## src/rtl/bw_edge_interpolator.sv

```systemverilog
// Linear interpolation of the threshold-crossing frequency between two bracketing bins.
// One quotient bit per cycle from a restoring divider, so the latency is fixed and independent of the data.
module bw_edge_interpolator #(
  parameter int ACCUM_WIDTH    = 18,
  parameter int FREQ_BIN_WIDTH = 16,
  parameter int FRAC_BITS      = 8,
  parameter int THRESHOLD_DB   = -7680
) (
  input  logic                                   clk_i,
  input  logic                                   rst_i,
  input  logic                                   valid_i,
  input  logic [FREQ_BIN_WIDTH-1:0]              f1_i,
  input  logic [FREQ_BIN_WIDTH-1:0]              f2_i,
  input  logic signed [ACCUM_WIDTH-1:0]          L1_i,
  input  logic signed [ACCUM_WIDTH-1:0]          L2_i,
  output logic [FREQ_BIN_WIDTH+FRAC_BITS-1:0]    f_edge_o,
  output logic                                   valid_o,
  output logic                                   busy_o,
  output logic                                   degenerate_o,
  output logic                                   overrun_o
);

  localparam int AW = ACCUM_WIDTH;
  localparam int FW = FREQ_BIN_WIDTH;
  localparam int QW = FREQ_BIN_WIDTH + FRAC_BITS;
  localparam int DW = AW + 1 + QW;
  localparam int CW = $clog2(QW);
  localparam logic signed [AW:0] T_EXT = (AW+1)'(THRESHOLD_DB);

  typedef enum logic [1:0] {IDLE, SETUP, DIVIDE, DONE} state_t;

  state_t state, state_nxt;

  logic [FW-1:0]        f1_r, f2_r;
  logic signed [AW-1:0] l1_r, l2_r;
  logic                 clamp_lo, clamp_hi, degen_r;
  logic [DW-1:0]        rem, dsh;
  logic [QW-1:0]        quo;
  logic [CW-1:0]        cnt;

  logic signed [AW:0]   num, den;
  logic [AW:0]          num_mag, den_mag;
  logic [FW-1:0]        df;
  logic [AW+FW:0]       prod;
  logic [QW-1:0]        addend;

  assign num     = T_EXT - $signed({l1_r[AW-1], l1_r});
  assign den     = $signed({l2_r[AW-1], l2_r}) - $signed({l1_r[AW-1], l1_r});
  assign num_mag = num;
  assign den_mag = den;
  assign df      = f2_r - f1_r;
  assign prod    = {{FW{1'b0}}, num_mag} * {{(AW+1){1'b0}}, df};
  assign addend  = clamp_lo ? '0 : (clamp_hi ? {df, {FRAC_BITS{1'b0}}} : quo);
  assign busy_o  = (state != IDLE);

  always_ff @(posedge clk_i) begin
    if (rst_i) state <= IDLE;
    else       state <= state_nxt;
  end

  always_comb begin
    state_nxt = state;
    case (state)
      IDLE:    if (valid_i) state_nxt = SETUP;
      SETUP:   state_nxt = DIVIDE;
      DIVIDE:  if (cnt == '0) state_nxt = DONE;
      DONE:    state_nxt = IDLE;
      default: state_nxt = IDLE;
    endcase
  end

  always_ff @(posedge clk_i) begin
    if (rst_i) begin
      f1_r         <= '0;
      f2_r         <= '0;
      l1_r         <= '0;
      l2_r         <= '0;
      clamp_lo     <= 1'b0;
      clamp_hi     <= 1'b0;
      degen_r      <= 1'b0;
      rem          <= '0;
      dsh          <= '0;
      quo          <= '0;
      cnt          <= '0;
      f_edge_o     <= '0;
      valid_o      <= 1'b0;
      degenerate_o <= 1'b0;
      overrun_o    <= 1'b0;
    end else begin
      valid_o   <= 1'b0;
      overrun_o <= valid_i && (state != IDLE);
      case (state)
        IDLE: if (valid_i) begin
          f1_r <= f1_i;
          f2_r <= f2_i;
          l1_r <= L1_i;
          l2_r <= L2_i;
        end
        SETUP: begin
          // Degenerate brackets pin the edge to f1; an overshoot pins it to f2.
          if (den[AW] || den == '0 || num[AW] || f2_r < f1_r) begin
            clamp_lo <= 1'b1;
            clamp_hi <= 1'b0;
            degen_r  <= 1'b1;
          end else if (num >= den) begin
            clamp_lo <= 1'b0;
            clamp_hi <= 1'b1;
            degen_r  <= (num != den);
          end else begin
            clamp_lo <= 1'b0;
            clamp_hi <= 1'b0;
            degen_r  <= 1'b0;
          end
          rem <= {prod, {FRAC_BITS{1'b0}}};
          dsh <= {1'b0, den_mag, {(QW-1){1'b0}}};
          quo <= '0;
          cnt <= CW'(QW-1);
        end
        DIVIDE: begin
          // Quotient is known to fit QW bits, so the divisor starts aligned at bit QW-1.
          if (rem >= dsh) begin
            rem <= rem - dsh;
            quo <= {quo[QW-2:0], 1'b1};
          end else begin
            quo <= {quo[QW-2:0], 1'b0};
          end
          dsh <= dsh >> 1;
          cnt <= cnt - 1'b1;
        end
        DONE: begin
          f_edge_o     <= {f1_r, {FRAC_BITS{1'b0}}} + addend;
          degenerate_o <= degen_r;
          valid_o      <= 1'b1;
        end
        default: ;
      endcase
    end
  end

endmodule

```

## config.mk

```make
export PLATFORM = sky130hd
export DESIGN_NAME = bw_edge_interpolator
export DESIGN_NICKNAME = d
export VERILOG_FILES = /design/src/rtl/bw_edge_interpolator.sv
export SDC_FILE = /design/constraint.sdc
export NUM_CORES = 1
export LEC_CHECK = 0
export ABC_CLOCK_PERIOD_IN_PS = 9050
export CORE_ASPECT_RATIO = 0.5
export CORE_MARGIN = 5
export CORE_UTILIZATION = 35
export DETAILED_ROUTE_END_ITERATION = 8
export HOLD_SLACK_MARGIN = 0.02
export SKIP_CTS_REPAIR_TIMING = 1
export SLEW_MARGIN = 15
export SYNTH_ARGS = -nofsm -noshare
export SYNTH_HDL_FRONTEND = slang
export SYNTH_SLANG_ARGS = --single-unit
```

## constraint.sdc

```tcl
create_clock -name clk_i -period 9.05 [get_ports clk_i]
set_input_delay 1.81 -clock clk_i [delete_from_list [all_inputs] [get_ports clk_i]]
set_output_delay 1.81 -clock clk_i [all_outputs]
set_load 0.01 [all_outputs]
```

# Word level (Yosys, flattened, before mapping)
# Cells that the tools add are included.
classes:
  div_mod_pow: 0
  n_shift: 0
  order_cmp: 3
  mux: 17
  reduce_logical: 12
  multipliers: 1
  bitwise_logic: 0
  add_sub_neg: 6
  eq_ne: 7
op_table:
  columns: ["operator", "n"]
  rows:
  - ["one-hot mux 43 bit (2 select lines)", 2]
  - ["2-to-1 mux 24 bit", 2]
  - ["one-hot mux 24 bit (2 select lines)", 1]
  - [">= comparator 43 bit", 1]
  - ["2-to-1 mux 43 bit", 1]
  - ["subtractor 43 bit", 1]
  - ["multiplier 19 x 16 -> 35 bit", 1]
  - ["adder 24 bit", 1]
  - [">= comparator 19 bit", 1]
  - ["zero test 19 bit", 1]
  - ["!= test 19 bit", 1]
  - ["subtractor 14 x 18 -> 19 bit, first input constant", 1]
  - ["subtractor 18 x 18 -> 19 bit", 1]
  - ["< comparator 16 bit", 1]
  - ["subtractor 16 bit", 1]
  - ["one-hot mux 5 bit (2 select lines)", 1]
  - ["one-hot mux 2 bit (4 select lines)", 1]
  - ["2-to-1 mux 1 bit", 7]
  - ["!= test 2 bit, second input constant", 3]
  - ["AND reduction 2 bit", 3]
  - ["zero test 5 bit", 1]
  - ["subtractor 5 x 1 -> 5 bit, second input constant", 1]
  - ["== test 2 bit, second input constant", 2]
  - ["2-to-1 mux 2 bit", 2]
  - ["5 further kinds", 8]
word_totals:
  elab_cells: 62
  register_bits: 215
  output_inout_bits: 28
  mem_bits_ro: 0
  input_bits: 71
  mem_bits_rw: 0
  latchBits: 0
  memories: 0

# Depth between registers and ports, before layout
# Gate-level depths: netlist of the first run.
depth:
  word_depth: 6
  ltp_mapped: 37
  mapped_depth_nobuf: 35

# Least setup slack after synthesis of the first run
# Ideal clock, no wire load.
synth_timing:
  kind: "register -> register"
  from: "register f1_r[0]"
  to: "register rem[39]"
  t_arrival_ps: 8167
  path_slack_ps: 797
  stages_incl_launch_ff: 35
  synth_period_minus_slack_ps: 8253
  path_buffers: 1
  path_cell_list: "dfxtp_1 -> ha_1 -> inv_1 -> fa_1 -> a21o_1 -> a21oi_1 -> nor2b_1 -> o21a_1 -> o21a_1 -> a21o_1 -> or2_1 -> a21o_1 -> xor2_1 -> nand2_1 -> fa_1 -> fa_1 -> inv_1 -> fa_1 -> fa_1 -> fa_1 -> inv_1 -> fa_1 -> inv_1 -> ha_1 -> clkbuf_1 -> a21oi_1 -> o21ai_0 -> a221o_1 -> a2111oi_4 -> o31ai_2 -> a21o_1 -> a21oi_2 -> o2111ai_1 -> o221a_2 -> a211oi_1"
synth_via:
  elab_chain_cells: 3
synth_rtl:
  columns: ["element", "line", "rtl"]
  rows:
  - ["from (decl)", "34", "logic [FW-1:0] f1_r, f2_r;"]
  - ["from (signal assigned)", "94", "f1_r <= f1_i;"]
  - ["subtractor 16 bit", "51", "assign df = f2_r - f1_r;"]
  - ["multiplier 19 x 16 -> 35 bit", "52", "assign prod = {{FW{1'b0}}, num_mag} * {{(AW+1){1'b0}}, df};"]
  - ["one-hot mux 43 bit (2 select lines)", "92", "case (state)"]
  - ["to (signal assigned)", "114", "rem <= {prod, {FRAC_BITS{1'b0}}};"]
  - ["to (signal assigned)", "122", "rem <= rem - dsh;"]
  - ["to (decl)", "37", "logic [DW-1:0] rem, dsh;"]
# Every way passes these cells.
# A chain may end at the register's enable or synchronous reset.

# Worst setup path after layout of the first run
layout_timing:
  from: "register f1_r[0]"
  to: "register rem[38]"
# Same word-level chain as after synthesis.

==> results of run 1 <==
flip-flops by register name, summed over array words and instances (netlist names):
signal	count
rem	43
dsh	42
f_edge_o	24
quo	24
l1_r	18
l2_r	18
f1_r	16
f2_r	16
cnt	5
state	2
clamp_hi	1
clamp_lo	1
degen_r	1
degenerate_o	1
overrun_o	1
valid_o	1
critical path, delay by kind of cell (launching register included):
family	cells	cell delay (ns)
buffers and inverters	5	0.38
xor gates and xnor gates	1	0.25
adders and majority gates	9	3.93
AOI/OAI and AO/OA	15	3.06
and+or+nand+nor	3	0.51
DFF	1	0.38
layout make-up:
class	instances	area, um2	area share, %
Timing Repair Buffer	173	1558	5.804
Antenna cell	1	2.502	0.009324
Multi-Input combinational cell	2166	17380	64.74
Clock inverter	15	237.7	0.8858
Clock buffer	33	726.9	2.709
Tap cell	897	1122	4.182
Sequential cell	214	4284	15.96
Inverter	408	1531	5.706
final timing paths:
kind	startpoint	end	slack, ns	depth (start not counted)
worst max-delay path	f1_r[0]	rem[38]	0.41	33
worst min-delay path	rem[7]	rem[7]	0.46	2
worst max register to register	f1_r[0]	rem[38]	0.41	33
worst min register to register	rem[7]	rem[7]	0.46	2
layer usage:
metal / GRT usage (%) / share of wire (%) / vias to the layer above / routed length [um]
met5: 0 / 0.018 / - / 13
met4: 4.681 / 2.6 / 2 / 1918
met3: 4.545 / 8.2 / 123 / 5953
met2: 29.88 / 43 / 650 / 31360
met1: 27.49 / 46 / 9979 / 33160
li1: - / - / 9720 / -
cell usage after synthesis (all sizes together) (39+ instances only):
master	count
nand2	442
inv	406
nor2	251
fa	240
ha	225
dfxtp	214
a21oi	198
clkbuf	115
o21ai	99
mux2i	92
xnor2	79
and2	63
a21o	56
nand3	43
a211oi	40
nand2b	39
layout by cell type (no fill, tap or decap), types with 6 or more instances in the layout:
cell type,instances
o31a_1,6
a31oi_1,9
nor3_1,20
or3_1,8
or2_2,6
clkdlybuf4s50_1,97
a211oi_1,39
o31ai_1,10
nand2b_1,39
dfxtp_1,214
nand4_1,18
a21o_1,56
o211ai_1,26
and2_1,62
nand3_1,43
clkbuf_16,26
inv_1,406
fa_1,240
o21bai_1,14
nand2_1,441
and3_1,14
buf_4,74
o21ai_0,96
xnor2_1,74
nor2_1,250
nor2b_1,15
clkinv_2,6
xor2_1,31
mux2i_1,92
a311oi_1,12
o21a_1,21
nor4_1,7
ha_1,222
a21oi_1,195
cells by family after synthesis:
kind of cell | after synthesis
flops | 214
simple gates | 946
buf+inv | 542
fa+ha+maj | 465
compound gates | 551
mux | 93
xor+xnor | 111
per-stage QoR:
| step | std cells | hold WS [ns] | cell area, um2 | setup slack [ns] | utilization (%) |
|---|---|---|---|---|---|
| global route | 3906 | 0.4774 | 26840 | 0.04206 | 40.12 |
| CTS | 3903 | 0.4593 | 26790 | 0.09103 | 40.05 |
| floorplan | 2922 | 0.4362 | 23620 | 0.7971 | - |
| detailed placement | 3855 | 0.4508 | 25830 | 0.1406 | 38.61 |
| finish | 3907 | 0.4558 | 26840 | 0.4069 | 40.12 |
| global placement | 3855 | 0.4423 | 25830 | 0.2246 | 38.61 |
==> out/qor.csv, run 1 <==
metric,value,unit
clock_latency,0.57,ns
initial_core_util,35.31,%
synth-edff-count,0,
yosysTopAreaCell,fa_1,
synth_compound_area_share,15.18,%
die_area,73100,um2
path_clk_slew,0.06,ns
cts_buffers,26,
nets,3525,
area_growth,13.62,%
drt-vias-per-instance,5.240,
wl_per_cell,18.53,um
cts_sinks,214,
yosys_most_used_dff,dfxtp_1,
dr_total_vias,20470,
numPortBuffers,98,
cp_max_fo,6,
required,9.47,ns
cp.arrival,9.06,ns
synthAdderAreaFrac,32.26,%
hp-class,register to register,
fillerInstances,6862,
setup_viol,0,
critPathSlowestCell,fa_1,
max_stage_delay,0.54,ns
syn_inst,2922,
grt_usage,19.38,%
clockBufferDepth,3,
fin_skew,0.02347,ns
cts-htree-levels,1,
synth_top_family_by_area,adder cells,
hold_viol_final,0,
yosys_warnings,0,
muxShareOfSynthArea,3.946,%
ios,99,
die_h,193.7,um
path_class,register to register,
rsz0062_at_grt,no,
drt_iter0_drc,1453,
end_kind,register,
syn-cell-area,23620,um2
grt_max_degree,93,
gr-total-overflow,0,
tritoncts,built,
start_kind,register,
synth-simple-area-share,17.64,%
fin_crit_sh,95.50,%
netlist.area_leader.share,20.34,%
cts-root-buf,clkbuf_16,
slew_headroom,20.84,%
cap_violations,0,
drc,0,
fmax,115.7,MHz
dp_hpwl,57070,um
crit_top_cell,fa_1,
dr.pass1.iters,5,
antenna_left,0,
synth.ff_latch_count,214,
place_congestion,0.9013,
antenna_found_initial,1,
layout_min_cycle_time,8.643,ns
syn_avg_cell_area,8.084,um2
core-area,66900,um2
drt_wl_total,72400,um
syn_nets,3458,
grt_pass1_vias,20060,
yosysUniqueCellTypes,81,
grt_first_pass_wirelength,113600,um
die_w,377.4,um
status,finished clean,
yosysSeqAreaShare,18.14,%
drive_above_1_share,5.417,%
fin_setup_tns,0,ns
row_count,67,
synth_xor_area_share,4.148,%
async_reset_ff_share,0,%
slew_violations,0,
synthTopCellsByArea,"fa_1 (20%), dfxtp_1 (18%), ha_1 (12%), nand2_1 (7.0%), inv_1 (6.5%)",
worst_pin_slew,1.169,ns
Power of run 1 is not shown: default switching activity piles up to over one toggle a cycle in this logic, so the estimate is an artifact.
==> run 2: changes to the inputs <==
- CTS_BUF_LIST: unset -> sky130_fd_sc_hd__clkbuf_8 sky130_fd_sc_hd__clkbuf_16
- GPL_TIMING_DRIVEN: unset -> 0
==> run 2 against run 1 <==
Net effect:
- cell count up 1.6%
- clock-buffer cell count is 1 lower
- wire length rose by 6.6%
- flip-flop and latch count is the same
- maximum frequency down 2.2%
- critical endpoint unchanged
- core utilization rose by 0.32 points
- first-iteration DRC count increased by 14%
- critical path type unchanged
==> out/qor.csv, run 2 (same netlist as run 1, synthesis figures left out) <==
metric,value,unit,change
r2r_cells,29,,-12%
worst_pin_slew,1.280,ns,+0.1111 ns
multiInputGateArea,17550,um2,+1.0%
cap_violations,0,,unchanged
die_area,73100,um2,unchanged
rr_startpoint,l1_r[0],,
gr-total-overflow,0,,unchanged
path_class,register to register,,
ios,99,,unchanged
row_count,67,,unchanged
mostFrequentLayoutCell,nand2_1,,
fin_setup_tns,0,ns,unchanged
cp_max_fo,10,,+4
max_stage_delay,0.56,ns,+0.02 ns
slew_violations,0,,unchanged
grt_pass1_vias,20340,,+1.4%
cts_buffers,25,,-3.8%
area_growth,14.52,%,
drt_iter0_drc,1659,,+14%
status,finished clean,,
nets,3592,,+1.9%
register_area,4289,um2,+0.12%
largest_reg_flops,43,,unchanged
grt_max_degree,14,,-85%
setup_slack,0.2148,ns,-0.1921 ns
die_w,377.4,um,unchanged
cp.arrival,9.24,ns,+0.18 ns
dp_hpwl,62690,um,+9.8%
holdPathStages,2,,unchanged
dr.pass1.iters,6,,+1
post_dp_cell_area,25760,um2,-0.27%
layout_common_cells,"nand2_1 (442), inv_1 (406), nor2_1 (250)",,
cts-htree-levels,1,,unchanged
tritoncts,built,,
utilization,40.44,%,+0.32 points
r2r_end,rem[38],,
drt_wl_total,77170,um,+6.6%
numPortBuffers,97,,-1.0%
layout_min_cycle_time,8.835,ns,+0.1921 ns
hold_viol_final,0,,unchanged
antenna_cells,0,,-1
cts-root-buf,clkbuf_16,,
wl_per_cell,19.44,um,+4.9%
fin_area,27050,um2,+0.79%
dr_total_vias,20740,,+1.3%
path_clk_slew,0.06,ns,about the same
hp-class,register to register,,
slew_headroom,14.06,%,-6.8 points
antenna_found_initial,1,,unchanged
initial_core_util,35.31,%,unchanged
hp-start,f2_r[6],,
start_kind,register,,
largestRegisters,"rem x43, dsh x42",,
pre_cts_ws,-0.5943,ns,-0.7349 ns
place_congestion,0.9146,,+1.5%
fillerInstances,6870,,+0.12%
r2r_slack,0.21,ns,-0.19 ns
drc,0,,unchanged
top_register,rem,,
die_h,193.7,um,unchanged
fin_skew,0.02191,ns,-0.001564 ns
antenna_left,0,,unchanged
clockBufferDepth,3,,unchanged
drive_above_1_share,4.914,%,-0.50 points
crit_top_cell,fa_1,,
fin_crit_sh,97.63,%,+2.1 points
clock_latency,0.56,ns,about the same
grt_first_pass_wirelength,119300,um,+5.0%
drt-vias-per-instance,5.225,,-0.29%
hold_end,f2_r[6],,
required,9.46,ns,about the same
setup_viol,0,,unchanged
cts_sinks,214,,unchanged
core-area,66900,um2,unchanged
grt_usage,20.67,%,+1.3 points
critPathSlowestCell,dfxtp_2,,
fmax,113.2,MHz,-2.2%
end_kind,register,,
rsz0062_at_grt,yes,,
## run 2: cell type report
class	count	area share, %
clock buffer	32	2.669
sequential	214	15.86
clock inverter	12	0.6568
tap	897	4.149
inverter	408	5.689
timing repair buffer	109	4.043
multi-input combinational	2166	64.88
buffer	132	2.058
## run 2: layer usage
| layer | track usage [%] | routed length [um] | vias up |
|---|---|---|---|
| li1 | - | - | 9839 |
| met5 | 0 | 0 | - |
| met2 | 32.00 | 33520 | 715 |
| met3 | 3.951 | 6695 | 104 |
| met4 | 4.907 | 1961 | 0 |
| met1 | 29.81 | 34990 | 10090 |
## run 2: how the worst max path moves through the flow
stage | from | end | slack, ns | depth (start not counted)
final | l1_r[0] | rem[38] | 0.21 | 29
after detailed placement | f1_r[0] | rem[35] | -0.59 | 34
after global routing | f1_r[0] | rem[35] | -0.06 | 34
after CTS | f1_r[0] | rem[39] | -0.63 | 34
after global placement | l1_r[0] | rem[39] | -0.50 | 30
after floorplan | f1_r[0] | rem[39] | 0.80 | 34
## run 2: critical path: cells and delay by family, from the launching register on
kind,cells,cell delay [ns]
buf+inv,5,1.05
fa+ha+maj,8,3.80
simple gates,7,1.24
xor+xnor,1,0.34
compound gates,8,1.71
flops,1,0.56
## run 2: through the flow
step           std cells  hold slack, ns
2_1_floorplan       2922          0.4362
3_3_place_gp        3916          0.4441
3_5_place_dp        3917          0.4524
4_1_cts             3961          0.4609
5_1_grt             3970          0.4789
6_report            3970          0.4584
Power of run 2 is left out for the same reason.
==> run 3: changes to the inputs <==
- SETUP_SLACK_MARGIN: unset -> 0.3
==> run 3 against run 2 <==
Net effect:
- critical path depth increased by 1
- core utilization increased by 0.59 points
- maximum frequency increased by 2.8%
- hold slack improved by 0.0016 ns
- clock skew decreased by 0.0037 ns
- worst setup slack improved by 0.24 ns
- cell area increased by 1.5%
- sequential share of layout area decreased by 0.20 points
- wire length increased by 0.55%
- first-iteration DRC count increased by 7.4%
==> out/qor.csv, run 3 (same netlist as run 1, synthesis figures left out) <==
metric,value,unit,change
status,finished clean,,
layout_common_cells,"nand2_1 (442), inv_1 (403), nor2_1 (249)",,
end_kind,register,,
area_growth,16.19,%,
worst_pin_slew,1.251,ns,-0.02932 ns
cts_buffers,25,,unchanged
fin_area,27440,um2,+1.5%
dp_hpwl,62690,um,unchanged
row_count,67,,unchanged
path_clk_slew,0.06,ns,about the same
start_kind,register,,
grt_usage,20.67,%,unchanged
cp.arrival,9.08,ns,-0.16 ns
die_w,377.4,um,unchanged
largestRegisters,"rem x43, dsh x42",,
cts_sinks,214,,unchanged
crit_start,f1_r[1],,
drt_wl_total,77600,um,+0.55%
rsz0062_at_grt,no,,
mostFrequentLayoutCell,nand2_1,,
cp_top_family,adder cells,,
clockBufferDepth,3,,unchanged
crit_top_cell,fa_1,,
die_h,193.7,um,unchanged
antenna_found_initial,1,,unchanged
top_register,rem,,
wl_per_cell,19.44,um,about the same
drt_iter0_drc,1781,,+7.4%
slew_violations,0,,unchanged
grt_max_degree,14,,unchanged
hp-start,f2_r[6],,
utilization,41.02,%,+0.59 points
cp_max_fo,10,,unchanged
numPortBuffers,97,,unchanged
fin_skew,0.01822,ns,-0.003693 ns
cts-htree-levels,1,,unchanged
setup_viol,0,,unchanged
required,9.53,ns,+0.07 ns
ios,99,,unchanged
hp-class,register to register,,
die_area,73100,um2,unchanged
drive_above_1_share,6.755,%,+1.8 points
tritoncts,built,,
nets,3613,,+0.58%
max_stage_delay,0.57,ns,about the same
clock_latency,0.56,ns,about the same
drt-vias-per-instance,5.241,,+0.31%
fmax,116.3,MHz,+2.8%
grt_pass1_vias,20340,,unchanged
critPathBufInv,5,,unchanged
dr_total_vias,20920,,+0.87%
slew_headroom,16.02,%,+2.0 points
initial_core_util,35.31,%,unchanged
largest_reg_flops,43,,unchanged
place_congestion,0.9146,,unchanged
gr-total-overflow,0,,unchanged
antenna_left,0,,unchanged
critPathSlowestCell,fa_1,,
layout_min_cycle_time,8.597,ns,-0.2380 ns
drc,0,,unchanged
dr.pass1.iters,5,,-1
core-area,66900,um2,unchanged
hold_viol_final,0,,unchanged
fin_crit_sh,95.00,%,-2.6 points
cap_violations,0,,unchanged
rr_startpoint,f1_r[1],,
post_dp_cell_area,25760,um2,unchanged
grt_first_pass_wirelength,119300,um,unchanged
cts-root-buf,clkbuf_16,,
path_class,register to register,,
fin_setup_tns,0,ns,unchanged
==> run 3: cell types whose count changed in the layout (fill, tap and decap cells not counted), sizes merged <==
| cell | delta |
|---|---|
| buf | +27 |
| inv | +1 |
| clkbuf | -5 |
| clkdlybuf4s15 | -1 |
| diode | +1 |
| clkinvlp | -1 |
==> run 3: tightest hold or removal path: stages (launching register included) <==
cell and delay [ns]:
dfxtp_1 0.31, nand2_1 0.05, a21oi_1 0.05
==> run 3: path summary, 6_finish.rpt <==
path | to | slack [ns] | cells after the start
min | f2_r[6] | 0.46 | 2
max reg2reg | rem[39] | 0.45 | 30
min reg2reg | f2_r[6] | 0.46 | 2
max | rem[39] | 0.45 | 30
==> run 3: through the flow <==
stage               setup WS, ns  hold WS (ns)  instances
floorplan                 0.7971        0.4362       2922
global placement         -0.5010        0.4441       3916
detailed placement       -0.5943        0.4524       3917
CTS                      -0.6310        0.4609       3961
global route              0.1692        0.4789       3991
finish                    0.4527        0.4599       3992
==> run 3: layout make-up <==
| cell class | instances | area, um2 |
|---|---|---|
| antenna | 1 | 2.502 |
| buffer | 134 | 591.8 |
| clock buffer | 32 | 721.9 |
| clock inverter | 12 | 177.7 |
| fill | 6837 | 39450 |
| inverter | 408 | 1535 |
| multi-input combinational | 2166 | 17740 |
| sequential | 214 | 4295 |
| tap | 897 | 1122 |
| timing repair buffer | 128 | 1260 |
==> run 3: layer usage <==
layer	vias to the layer above	share of wire (%)	track usage, %
met5	-	0	0
met2	735	44	32.00
met3	109	8.4	3.951
met4	0	2.5	4.907
met1	10190	45	29.81
li1	9888	-	-
Power of run 3 is left out for the same reason.
==> RTL change 1 (settings of run 1) <==
Add an input register stage for `valid_i`, `f1_i`, `f2_i`, `L1_i` and `L2_i`; this delays them by one clock.
--- a/src/rtl/bw_edge_interpolator.sv
+++ b/src/rtl/bw_edge_interpolator.sv
@@ -28,6 +28,20 @@
   localparam logic signed [AW:0] T_EXT = (AW+1)'(THRESHOLD_DB);
 
   typedef enum logic [1:0] {IDLE, SETUP, DIVIDE, DONE} state_t;
+
+  logic valid_q;
+  logic [FREQ_BIN_WIDTH-1:0] f1_q;
+  logic [FREQ_BIN_WIDTH-1:0] f2_q;
+  logic signed [ACCUM_WIDTH-1:0] L1_q;
+  logic signed [ACCUM_WIDTH-1:0] L2_q;
+
+  always_ff @(posedge clk_i) begin
+    valid_q <= valid_i;
+    f1_q    <= f1_i;
+    f2_q    <= f2_i;
+    L1_q    <= L1_i;
+    L2_q    <= L2_i;
+  end
 
   state_t state, state_nxt;
 
@@ -61,7 +75,7 @@
   always_comb begin
     state_nxt = state;
     case (state)
-      IDLE:    if (valid_i) state_nxt = SETUP;
+      IDLE:    if (valid_q) state_nxt = SETUP;
       SETUP:   state_nxt = DIVIDE;
       DIVIDE:  if (cnt == '0) state_nxt = DONE;
       DONE:    state_nxt = IDLE;
@@ -88,13 +102,13 @@
       overrun_o    <= 1'b0;
     end else begin
       valid_o   <= 1'b0;
-      overrun_o <= valid_i && (state != IDLE);
+      overrun_o <= valid_q && (state != IDLE);
       case (state)
-        IDLE: if (valid_i) begin
-          f1_r <= f1_i;
-          f2_r <= f2_i;
-          l1_r <= L1_i;
-          l2_r <= L2_i;
+        IDLE: if (valid_q) begin
+          f1_r <= f1_q;
+          f2_r <= f2_q;
+          l1_r <= L1_q;
+          l2_r <= L2_q;
         end
         SETUP: begin
           // Degenerate brackets pin the edge to f1; an overshoot pins it to f2.
Check against the original RTL: not equivalent (Yosys sat finds a counterexample within 4 cycles, from zero or initial values and one cycle with rst_i high).
==> RTL change 1 against run 1 <==
Setup slack better by 0.034 ns; sequential share of layout area is 4.3 points higher; design area is 4.3% higher; area after synthesis is 5.5% higher; final cell count is 1.7% higher; via count is 2.3% lower; clock skew is 0.0054 ns lower; routed wire length is 2.5% lower; sequential cell count is 69 higher; critical endpoint is now rem[42]; highest routed layer is now met4.
Power is left out: the tool's default activity adds up to more than one toggle a clock period on the data nets, which glitch-free logic cannot reach.
==> RTL change 1: results (changes against run 1) <==
detailed_routing:
  dr_wl_met3_microns: 5544  # was 5953 microns
  drt_pass1_iterations: 6  # was 5
  drt_iter0_markers: 1479  # was 1,453
  vias_per_cell: 5.031  # was 5.240
  wl_met2_microns: 29520  # was 31,360 microns
  via_count: 20000  # was 20,470
  met1_length_microns: 33760  # was 33,160 microns
  highest_layer: "met4"  # was met5
  wl_microns: 70630  # was 72,400 microns
layout:
  diodes: 0  # was 1
  reg_top3: "rem: 43 flops, dsh: 42 flops"  # unchanged
  fillers: 7234  # was 6,862
  layout-drive-gt1-share: 0.05336  # was 0.05417
grt:
  track_usage: 0.1816  # was 0.1938
  antenna_found_initial: 0  # was 1
  grt_start_max_net_pins: 90  # was 93
  grt_pass1_vias: 20230  # was 20,060
  grt_pass1_wl_microns: 112100  # was 113,600 microns
synthesis:
  ys_seq_area_frac: 0.2273  # was 0.1814
  synth_ff_type: "dfxtp_1"  # unchanged
  synth.avg_cell_area_sq_um: 8.480  # was 8.084 sq um
  async_reset_ff_frac: 0  # unchanged
  synth_nets: 3475  # was 3,458
  synth_cell_type_count: 93  # was 81
  synthTopCellsByCount: "nand2_1, inv_1, dfxtp_1"  # was nand2_1, inv_1, nor2_1
  synthTopCellsByArea: "dfxtp_1, fa_1, ha_1"  # was fa_1, dfxtp_1, ha_1
status:
  status: "finished clean"  # unchanged
critical_path:
  reg2reg_depth: 31  # was 33
  slowest_delay_ns: 0.54  # about the same
  arrival_ns: 9.03  # was 9.06 ns
  rrSetupSlack_ns: 0.44  # was 0.41 ns
  crit_slowest_cell: "fa_1"  # unchanged
  r2r_end: "rem[42]"  # was rem[38]
  cp_max_fo: 5  # was 6
placement:
  post-place-ws_ns: 0.3351  # was 0.1406 ns
  place_congestion: 0.9301  # was 0.9013
  placed_cell_area_sq_um: 27040  # was 25,830 sq um
  numPlacedInstances: 3925  # was 3,855
  dp_hpwl_microns: 55410  # was 57,070 microns
die:
  coreArea_sq_um: 70790  # was 66,900 sq um
worst_hold_path:
  hp-class: "flip-flop to flip-flop"  # unchanged
  worst_hold_startpoint: "L2_q[2]"  # was rem[7]
  holdPathEnd: "l2_r[2]"  # was rem[7]
clock_network:
  cts_buffer_depth: 3  # unchanged
  cts_buffers: 29  # was 26
  h-tree-depth: 1  # unchanged
  insertion_delay_ns: 0.57  # about the same
  worst_setup_hold_path_clk_slew_ns: 0.06  # about the same
sta:
  hold_slack_ns: 0.4336  # was 0.4558 ns
  fin_skew_ns: 0.01804  # was 0.02347 ns
  relSlewSlack: 0.2157  # was 0.2084
==> RTL change 1: worst max path at each step <==
stage,startpoint,to,slack [ns],cells after the start
2_1_floorplan,f1_r[0],rem[41],0.77,29
3_3_place_gp,f1_r[0],rem[42],0.47,31
3_5_place_dp,f1_r[0],rem[41],0.34,29
4_1_cts,f1_r[0],rem[41],0.29,29
5_1_grt,f1_r[0],rem[42],0.009,31
6_report,f1_r[0],rem[42],0.44,31
==> RTL change 1: routing by layer <==
layer	up-vias	track usage
met2	564	0.2807
met3	89	0.04278
met5	-	0
li1	9718	-
met4	0	0.04406
met1	9628	0.2577
==> RTL change 1: worst max-delay path: cells and delay by family, from the launching register on <==
kind | cells | cell delay [ns]
buffers and inverters | 4 | 0.20
adders and majority gates | 9 | 3.95
AOI/OAI and AO/OA | 13 | 3.14
and+or+nand+nor | 4 | 0.58
DFF | 1 | 0.39
xor gates and xnor gates | 1 | 0.22
==> RTL change 1: cell families after synthesis <==
logic type,Yosys count,share of synthesized area
flops,283,0.2273
xor+xnor,124,0.04358
fa+ha+maj,465,0.3058
simple gates,942,0.1669
buf+inv,527,0.08033
mux,91,0.03670
compound gates,507,0.1394
==> RTL change 1: layout make-up <==
| cell class | count | area [sq um] | share of cell area |
|---|---|---|---|
| tap | 958 | 1199 | 0.04282 |
| multi-input combinational | 2129 | 17320 | 0.6186 |
| inverter | 401 | 1505 | 0.05377 |
| sequential | 283 | 5665 | 0.2024 |
| timing repair buffer | 154 | 1403 | 0.05011 |
| clock buffer | 41 | 850.8 | 0.03039 |
| clock inverter | 9 | 55.05 | 0.001967 |
==> RTL change 2 (config.mk and constraints of run 1) <==
Without the edit above. The parameter `ACCUM_WIDTH` goes from 18 to 14.
--- a/src/rtl/bw_edge_interpolator.sv
+++ b/src/rtl/bw_edge_interpolator.sv
@@ -1,7 +1,7 @@
 // Linear interpolation of the threshold-crossing frequency between two bracketing bins.
 // One quotient bit per cycle from a restoring divider, so the latency is fixed and independent of the data.
 module bw_edge_interpolator #(
-  parameter int ACCUM_WIDTH    = 18,
+  parameter int ACCUM_WIDTH    = 14,
   parameter int FREQ_BIN_WIDTH = 16,
   parameter int FRAC_BITS      = 8,
   parameter int THRESHOLD_DB   = -7680
Ports: changed (resized L1_i and L2_i); port bits go from 99 to 91. The function was not compared with the original's and may differ.
==> RTL change 2 against run 1 <==
Die area is 15% lower; core utilization is 0.38 points lower; setup slack better by 0.043 ns; area after synthesis is 15% lower; sequential share of layout area is 1.5 points higher; global-route usage is 0.79 points lower; via count is 18% lower; design area is 16% lower; sequential cell count is 16 lower; routed wire length is 20% lower.
Power is left out: the tool's default activity adds up to more than one toggle a clock period on the data nets, which glitch-free logic cannot reach.
==> RTL change 2: results (changes against run 1) <==
critical_path:
  crit_slowest_cell: "fa_1"  # unchanged
  slowest_delay_ns: 0.55
  reg2reg_depth: 33  # unchanged
  rrSetupSlack_ns: 0.45  # was 0.41 ns
  cp_max_fo: 5  # was 6
  arrival_ns: 8.93  # was 9.06 ns
  r2r_start: "f1_r[0]"  # unchanged
  r2r_end: "rem[38]"  # unchanged
layout:
  fin_nets: 2995  # was 3,525
  diodes: 0  # was 1
  layout-drive-gt1-share: 0.04881  # was 0.05417
  reg_top3: "rem: 39 flops, dsh: 38 flops"  # was rem: 43 flops, dsh: 42 flops
  final_cell_count_no_fill: 3329  # was 3,907
detailed_routing:
  vias_per_cell: 5.067  # was 5.240
  drt_iter0_markers: 1143  # was 1,453
  avgRoutedWirePerCell_microns: 17.42  # was 18.53 microns
  drt_pass1_iterations: 7  # was 5
grt:
  antenna_found_initial: 0  # was 1
  track_usage: 0.1859  # was 0.1938
  grt_pass1_wl_microns: 91500  # was 113,600 microns
  grt_pass1_vias: 16600  # was 20,060
  grt_start_max_net_pins: 87  # was 93
worst_hold_path:
  hp-class: "flip-flop to flip-flop"  # unchanged
  holdPathEnd: "l1_r[3]"  # was rem[7]
  worst_hold_startpoint: "l1_r[3]"  # was rem[7]
  hold_path_depth: 2  # unchanged
synthesis:
  synthTopCellsByCount: "inv_1, nor2_1, nand2_1"  # was nand2_1, inv_1, nor2_1
  ys_seq_area_frac: 0.1979  # was 0.1814
  synth_cell_type_count: 75  # was 81
  synthCells: 2471  # was 2,922
  synthTopCellsByArea: "dfxtp_1, fa_1, ha_1"  # was fa_1, dfxtp_1, ha_1
  async_reset_ff_frac: 0  # unchanged
  synth_nets: 2918  # was 3,458
  yosysWarnings: 0  # unchanged
placement:
  port_buffers: 90  # was 98
  post-place-ws_ns: 0.4072  # was 0.1406 ns
  dp_hpwl_microns: 46770  # was 57,070 microns
  place_congestion: 0.9398  # was 0.9013
  numPlacedInstances: 3297  # was 3,855
  placed_cell_area_sq_um: 22020  # was 25,830 sq um
clock_network:
  h-tree-depth: 4  # was 1
  insertion_delay_ns: 0.49  # was 0.57 ns
  worst_setup_hold_path_clk_slew_ns: 0.09  # was 0.06 ns
  root_buffer: "clkbuf_16"  # unchanged
  cts_buffer_depth: 2  # was 3
  cts_buffers: 17  # was 26
status:
  status: "finished clean"  # unchanged
sta:
  tightest_slew_ns: 1.149  # was 1.169 ns
  hold_slack_ns: 0.4613  # was 0.4558 ns
  fin_skew_ns: 0.02070  # was 0.02347 ns
[RTL change 2: cell count changes in the layout (fill, tap and decap cells not counted), sizes merged, moves of 14 or more]
cell	delta
a21oi	-24
o21ai	-25
clkbuf	-15
nand2b	-22
fa	-56
and2	-38
nand2	-135
inv	-79
dfxtp	-16
ha	-25
nand3	-14
mux2i	-16
nor2	+59
[RTL change 2: logic make-up (layout without fill, tap and decap cells)]
logic type | count (synthesis) | in the layout | share of synthesized area
compound gates | 472 | 472 | 0.1513
xor+xnor | 114 | 114 | 0.04986
fa+ha+maj | 384 | 384 | 0.3089
buf+inv | 418 | 508 | 0.07909
flops | 198 | 198 | 0.1979
mux | 77 | 77 | 0.03855
simple gates | 808 | 808 | 0.1744
[RTL change 2: worst max-delay path: cells and delay by family, from the launching register on]
kind	cells	cell delay (ns)
flops	1	0.37
fa+ha+maj	9	3.89
xor+xnor	2	0.48
compound gates	13	2.69
buf+inv	7	0.64
simple gates	2	0.35
[RTL change 2: area by class of cell]
class                           instances  area [sq um]
Fill cell                            5812         34360
Timing Repair Buffer                  155          1386
Multi-Input combinational cell       1855         14530
Clock buffer                           18         429.2
Inverter                              321          1205
Sequential cell                       198          3964
Clock inverter                         14         182.7
Tap cell                              768         960.9
[RTL change 2: how the worst max path moves through the flow]
stage | from | endpoint | slack (ns)
CTS | f1_r[1] | rem[33] | 0.33
global route | f1_r[0] | rem[38] | 0.03
floorplan | f1_r[0] | rem[38] | 0.88
finish | f1_r[0] | rem[38] | 0.45
detailed placement | f1_r[1] | rem[33] | 0.41
global placement | f1_r[1] | rem[33] | 0.54
[RTL change 2: per-layer routing]
metal	vias to the layer above	global-route usage	share of wire
li1	8321	-	-
met1	8093	0.2479	0.47
met2	371	0.2975	0.45
met3	84	0.04165	0.053
met4	0	0.06767	0.035
met5	-	0	0
